## src/rtl/disp_scan_sched.sv

```systemverilog
// disp_scan_sched: 8-digit multiplexed display scanner with
// frame-synchronous, round-robin update of the shown value.
module disp_scan_sched #(
    parameter int PRESCALE = 1024,
    parameter int BLANK    = 16
) (
    input  logic        CLK,
    input  logic        RST,
    input  logic        enable,
    input  logic [2:0]  bright,
    input  logic        req_a,
    input  logic [31:0] data_a,
    input  logic        req_b,
    input  logic [31:0] data_b,
    output logic        ack_a,
    output logic        ack_b,
    output logic [7:0]  drains,
    output logic [3:0]  nibble,
    output logic        frame_tick
);

    localparam int CW   = (PRESCALE > 1) ? $clog2(PRESCALE) : 1;
    localparam int STEP = (PRESCALE - BLANK) / 8;

    typedef enum logic {
        IDLE,
        SCAN
    } state_t;

    state_t          state;
    logic [31:0]     disp;
    logic [2:0]      dig;
    logic [CW-1:0]   slot_cnt;
    logic            last;      // 0 = A granted last, 1 = B

    logic            slot_end;
    logic            boundary;
    logic [31:0]     slot_w;
    logic [31:0]     lit_end;
    logic            lit;
    logic            cap;
    logic            gnt_a;
    logic            gnt_b;

    // Slot position decode, lit window and arbitration
    always_comb begin
        slot_end = (slot_cnt == CW'(PRESCALE - 1));
        boundary = (state == SCAN) && slot_end && (dig == 3'd7);
        slot_w   = 32'(slot_cnt);
        lit_end  = 32'(BLANK) + (32'(bright) + 32'd1) * 32'(STEP);
        lit      = (slot_w >= 32'(BLANK)) && (slot_w < lit_end);
        // An ack still high blocks the next grant, so a requester
        // dropping req in response to ack is never granted twice.
        cap      = !ack_a && !ack_b && ((state == IDLE) || boundary);
        gnt_a    = cap && req_a && (!req_b || last);
        gnt_b    = cap && req_b && (!req_a || !last);
    end

    // Scan FSM with registered digit drive, grant and frame pulse
    always_ff @(posedge CLK or posedge RST) begin
        if (RST) begin
            state      <= IDLE;
            disp       <= '0;
            dig        <= '0;
            slot_cnt   <= '0;
            last       <= 1'b1;
            drains     <= '0;
            nibble     <= '0;
            ack_a      <= 1'b0;
            ack_b      <= 1'b0;
            frame_tick <= 1'b0;
        end else begin
            ack_a      <= gnt_a;
            ack_b      <= gnt_b;
            frame_tick <= boundary && enable;
            nibble     <= disp[{dig, 2'b00} +: 4];
            drains     <= '0;
            if (gnt_a) begin
                disp <= data_a;
                last <= 1'b0;
            end else if (gnt_b) begin
                disp <= data_b;
                last <= 1'b1;
            end
            unique case (state)
                IDLE: begin
                    dig      <= '0;
                    slot_cnt <= '0;
                    if (enable) begin
                        state <= SCAN;
                    end
                end
                SCAN: begin
                    if (!enable) begin
                        state    <= IDLE;
                        dig      <= '0;
                        slot_cnt <= '0;
                    end else begin
                        if (lit) begin
                            drains <= 8'd1 << dig;
                        end
                        if (slot_end) begin
                            slot_cnt <= '0;
                            dig      <= dig + 3'd1;
                        end else begin
                            slot_cnt <= slot_cnt + 1'b1;
                        end
                    end
                end
                default: state <= IDLE;
            endcase
        end
    end

endmodule

```

## config.mk

```make
export PLATFORM = sky130hd
export DESIGN_NAME = disp_scan_sched
export DESIGN_NICKNAME = d
export VERILOG_FILES = /design/src/rtl/disp_scan_sched.sv
export SDC_FILE = /design/constraint.sdc
export NUM_CORES = 1
export LEC_CHECK = 0
export CAP_MARGIN = 10
export CORE_ASPECT_RATIO = 1.75
export CORE_MARGIN = 5
export CORE_UTILIZATION = 55
export CTS_CLUSTER_DIAMETER = 30
export DETAILED_ROUTE_END_ITERATION = 6
export GPL_ROUTABILITY_DRIVEN = 0
export PLACE_DENSITY = 0.91
export SYNTH_ARGS = -nofsm -noshare
export SYNTH_HDL_FRONTEND = slang
export SYNTH_SLANG_ARGS = --single-unit
```

## constraint.sdc

```tcl
create_clock -name CLK -period 3.5 [get_ports CLK]
set_clock_uncertainty 0.05 [all_clocks]
set_input_delay 1.05 -clock CLK [delete_from_list [all_inputs] [get_ports CLK]]
set_output_delay 1.05 -clock CLK [all_outputs]
set_load 0.03 [all_outputs]
```

==> Word-level counts from Yosys, hierarchy flattened <==
Cells that the tools add are included.
{ "totals": {"register_bits": 62, "latchBits": 0, "mem_bits_rw": 0, "mem_bits_ro": 0, "input_bits": 72, "out_inout_bits": 15, "word_cells": 56, "mem_count": 0} }
{ "op_classes": {"n_addsub": 4, "mul": 1, "n_div": 0, "magnitude_cmp": 2, "eq_ne": 3, "shift": 2, "muxes": 14, "n_bitwise": 1, "n_reduce_logical": 19} }
{ "op_table": {"columns": ["operator", "count"], "rows": [
  ["2-to-1 mux 32 bit", 2],
  ["variable part select 32 x 6 -> 4 bit", 1],
  ["2-to-1 mux 8 bit", 3],
  ["2-to-1 mux 10 bit", 2],
  ["one-hot mux 10 bit (2 select lines)", 1],
  ["adder 5 x 11 -> 12 bit (first input constant)", 1],
  ["less-than comparator 10 x 12 -> 1 bit", 1],
  ["adder 10 x 1 -> 10 bit (second input constant)", 1],
  ["== test 10 bit (second input constant)", 1],
  [">= comparator 10 x 5 -> 1 bit (second input constant)", 1],
  ["logical AND 1 bit", 10],
  ["multiplier 4 x 6 -> 10 bit (second input constant)", 1],
  ["<< shifter 1 x 3 -> 8 bit (first input constant)", 1],
  ["2-to-1 mux 3 bit", 2],
  ["one-hot mux 3 bit (2 select lines)", 1],
  ["logical NOT 1 bit", 5],
  ["adder 3 x 1 -> 4 bit (second input constant)", 1],
  ["adder 3 x 1 -> 3 bit (second input constant)", 1],
  ["== test 3 bit (second input constant)", 1],
  ["logical OR 1 bit", 3],
  ["2-to-1 mux 1 bit", 3],
  ["!= test 3 x 2 -> 1 bit (second input constant)", 1],
  ["nonzero test 2 bit", 1],
  ["NOT 1 bit", 1]
]} }

==> Logic depth before layout (Yosys ltp) <==
{ "depth": {"ltp_word": 9, "ltp_mapped": 19, "ltp_nobuf": 19} }

==> Worst setup path before layout <==
OpenSTA, ideal clock, no wires.
{ "synth_path": {"path_type": "in2reg", "start": "input port bright[0]", "end": "register drains[0]", "setup_ps": 67, "arrival_ps": 5486, "required_ps": 3383, "slack_ps": -2103, "stages": 19, "n_path_buf": 0, "path_cell_list": "ha_1 xor2_1 inv_1 fa_1 inv_1 fa_1 inv_1 ha_1 a211oi_1 o21bai_1 a21oi_1 xor2_1 nand2b_1 xnor2_1 ha_1 a22o_1 or4_4 a211oi_2 and3_1"} }
{ "synth_between": {"elab_chain_cells": 8} }
{ "synth_lines": {"columns": ["item", "line_no", "rtl"], "rows": [
  ["start, declared", "10", "input logic [2:0] bright,"],
  ["adder 3 x 1 -> 4 bit", "50", "lit_end = 32'(BLANK) + (32'(bright) + 32'd1) * 32'(STEP);"],
  ["multiplier 4 x 6 -> 10 bit", "50", null],
  ["adder 5 x 11 -> 12 bit", "50", null],
  ["less-than comparator 10 x 12 -> 1 bit", "51", "lit = (slot_w >= 32'(BLANK)) && (slot_w < lit_end);"],
  ["logical AND 1 bit", "51", null],
  ["2-to-1 mux 8 bit", "99", "if (lit) begin"],
  ["2-to-1 mux 8 bit", "94", "if (!enable) begin"],
  ["2-to-1 mux 8 bit", "85", "unique case (state)"],
  ["end signal, assigned", "100", "drains <= 8'd1 << dig;"],
  ["end, declared", "17", "output logic [7:0] drains,"]
]} }
No other way between the ends.
A chain may end at the register's enable or synchronous reset.

==> Worst setup path after layout <==
{ "layout_path": {"start": "input port bright[1]", "end": "register drains[2]"} }
The elaborated chain is that of the path after synthesis.

==> reports/metrics.csv <==
metric,value,unit
leakagePower,0.00232,uW
firstDrtPassIters,4,
synth-edff-count,0,
final_cell_area,5350,um^2
synth_cell_type_count,40,
cp_data_required_time,3710,ps
synth_seq_cells,62,
grt_pass1_vias,3632,
cts_tree,yes,
ant_nets,0,
path_max_fanout,8,
synth_area_per_cell,10.0,um^2
drv_cap,0,
initial_core_util,56.1,%
crit_chain,"buf_8, ha_4, xor2_4, inv_2, fa_1, inv_2, fa_1, inv_2, ha_4, a211oi_4, nor2_1, xor2_2, nand3_2, nand2b_4, xnor2_2, ha_1, a22o_1, or4_4, a211oi_4, and3_1",
wl_per_cell,18.1,um
finalSetupViolations,8,
antenna_found_initial,0,
core_area,6810,um^2
netlist_instances,382,
dp_slack,-2780,ps
drt_first_iter_violations,152,
io_buffer_count,86,
slowest_stage,fa_1,
grt_pass1_wl,16900,um
cp.arrival,5510,ps
layout-drive-gt1-share,22.8,%
via_per_inst,5.66,
num_rows,40,
die_h,120,um
crit_type,in2reg,
cp-start-kind,input port,
htree_levels,3,
ir_drop,0.000386,V
yosysSeqAreaShare,40.6,%
final-hold-violation-count,0,
area_growth,40.0,%
fin_ws,-1800,ps
clk-insertion-delay-late,330,ps
clock-root-buffer,clkbuf_16,
power_density,550,nW/um^2
cts.sinks,62,
track_usage,25.7,%
worst_pin_slew,968,ps
critPathTopFamily,adder cells,
synth_nets,486,
grt_overflow_total,0,
finalCritPeriodShare,151,%
hold_buffers,0,
vias,3277,
yosys_warnings,0,
diodes,0,
fin_nets,594,
fmax,189,MHz
final_core_util,78.6,%
io_pins,87,
path_common_cell,inv_2,
synth_ff_type,dfrtp_1,
end_kind,flip-flop,
cts_buffers,9,
clockBufferDepth,2,
drc,0,
period_needed,5300,ps
maxSlewHeadroom,35.4,%
syn_area,3820,um^2
hpwl,7360,um
clk_pin_slew_worst_paths,60,ps
violations,setup timing,
grt_setup_unrepaired,yes,
grt_max_degree,65,
die_w,73.0,um
slew_violations,0,
drt_wl_total,10500,um
status,"complete, but fails checks",
die_area,8780,um^2
async_flop_share,100,%
min_path_type,reg2reg,
cp_slowest_stage_delay,560,ps
dpl_cell_area,4920,um^2
worst-path-buf-inv,4,
## flip-flops by register name, indices dropped and copies added, names as in the netlist
signal	cells
ack_a	1
drains	8
disp	32
last	1
frame_tick	1
ack_b	1
dig	3
slot_cnt	10
state	1
nibble	4
## worst min-delay path, delay by kind of cell, from the launching register on
family          cells  cell delay [ps]
flops               1              340
compound gates      1              120
simple gates        1               50
## path summary, 6_finish.rpt
kind	startpoint	end	slack, ps	depth (start not counted)
setup / recovery	bright[1]	drains[2]	-1800	20
hold / removal	disp[9]	disp[9]	500	2
setup reg to reg	dig[1]	disp[14]	750	8
hold reg to reg	disp[9]	disp[9]	500	2
max in group asynchronous	RST	disp[3]	1730	3
min in group asynchronous	RST	disp[26]	1010	2
## stage by stage
step	power [uW]	TNS (ps)	instances	hold WS, ps
2_1_floorplan	1500	-15190	382	444
3_3_place_gp	1790	-19510	562	471
3_5_place_dp	1870	-22090	562	490
4_1_cts	2910	-15020	579	499
5_1_grt	3090	-15790	579	523
6_report	2940	-14220	579	500
## synth_stat cells, drive strengths merged, types with 2 or more instances
master  count  share of area (%)
o21a        2               0.39
mux4        8                4.7
nand3       5               0.65
nand4       2               0.49
nor3        2               0.26
o21ai       5               0.65
buf         7                2.4
and4        2               0.52
ha         26                8.5
xor2       13                3.0
dfrtp      61                 40
a21oi       8                1.0
mux2i       2               0.52
or4         2               0.49
clkbuf     11                1.1
nand2      82                8.1
inv        23                2.3
and2        4               0.65
and3       10                1.7
nor2       49                4.8
a211oi      4                1.2
fa          6                3.1
xnor2       7                1.6
a31oi      33                 10
nand2b      2               0.33
## layout by cell type (no fill, tap or decap), types with 2 or more instances in the layout
master            n
clkinvlp_4        2
nor2_1           49
nor3_1            2
nand3_1           4
a21oi_1           7
mux4_2            8
ha_4              4
o21ai_0           2
buf_4            28
dfrtp_1          61
ha_1             22
clkdlybuf4s50_1  83
nand2_1          82
a31oi_1           5
inv_2             6
o21ai_1           2
a211oi_4          3
bufinv_16         2
xor2_1           11
mux2i_1           2
nand2b_4          2
inv_1            17
fa_1              5
and2_1            4
xnor2_1           6
and3_1            9
a31oi_2          28
clkbuf_16         9
## cell type report
cell class                 count  area, um^2
clock buffer                   9         225
clock inverter                 7        97.6
fill                         417        1460
inverter                      23        86.3
multi-input combinational    279        2190
sequential                    62        1550
tap                           84         105
timing repair buffer         115        1090
## layer usage
| layer | GRT usage (%) | vias up | part of all wire (%) | routed length [um] |
|---|---|---|---|---|
| met5 | 0 | - | 0 | 0 |
| met4 | 18.2 | 0 | 5.3 | 558 |
| met3 | 3.58 | 46 | 3.9 | 412 |
| met2 | 48.2 | 125 | 60 | 6240 |
| met1 | 24.1 | 1601 | 31 | 3250 |
| li1 | - | 1505 | - | - |
## power by group
part | internal [uW] | switching, uW
sequential | 839 | 80.5
clock | 625 | 329
combinational | 520 | 550
## cells by family (layout without fill, tap and decap cells)
family,Yosys count,in the layout,share of synthesized area (%)
adders and majority gates,32,32,11.7
DFF,62,62,40.6
AOI/OAI and AO/OA,55,55,13.9
muxes,10,10,5.24
and+or+nand+nor,162,162,18.3
buffers and inverters,41,154,5.70
xor gates and xnor gates,20,20,4.58
## timing repair
action	4_1_cts	5_1_grt
gates resized for setup	30	7
buffers inserted	1	0
setup endpoints to repair	8	8
pin swaps	20	16
gates cloned	0	0
Note: power is estimated with default switching activity, not from simulation.
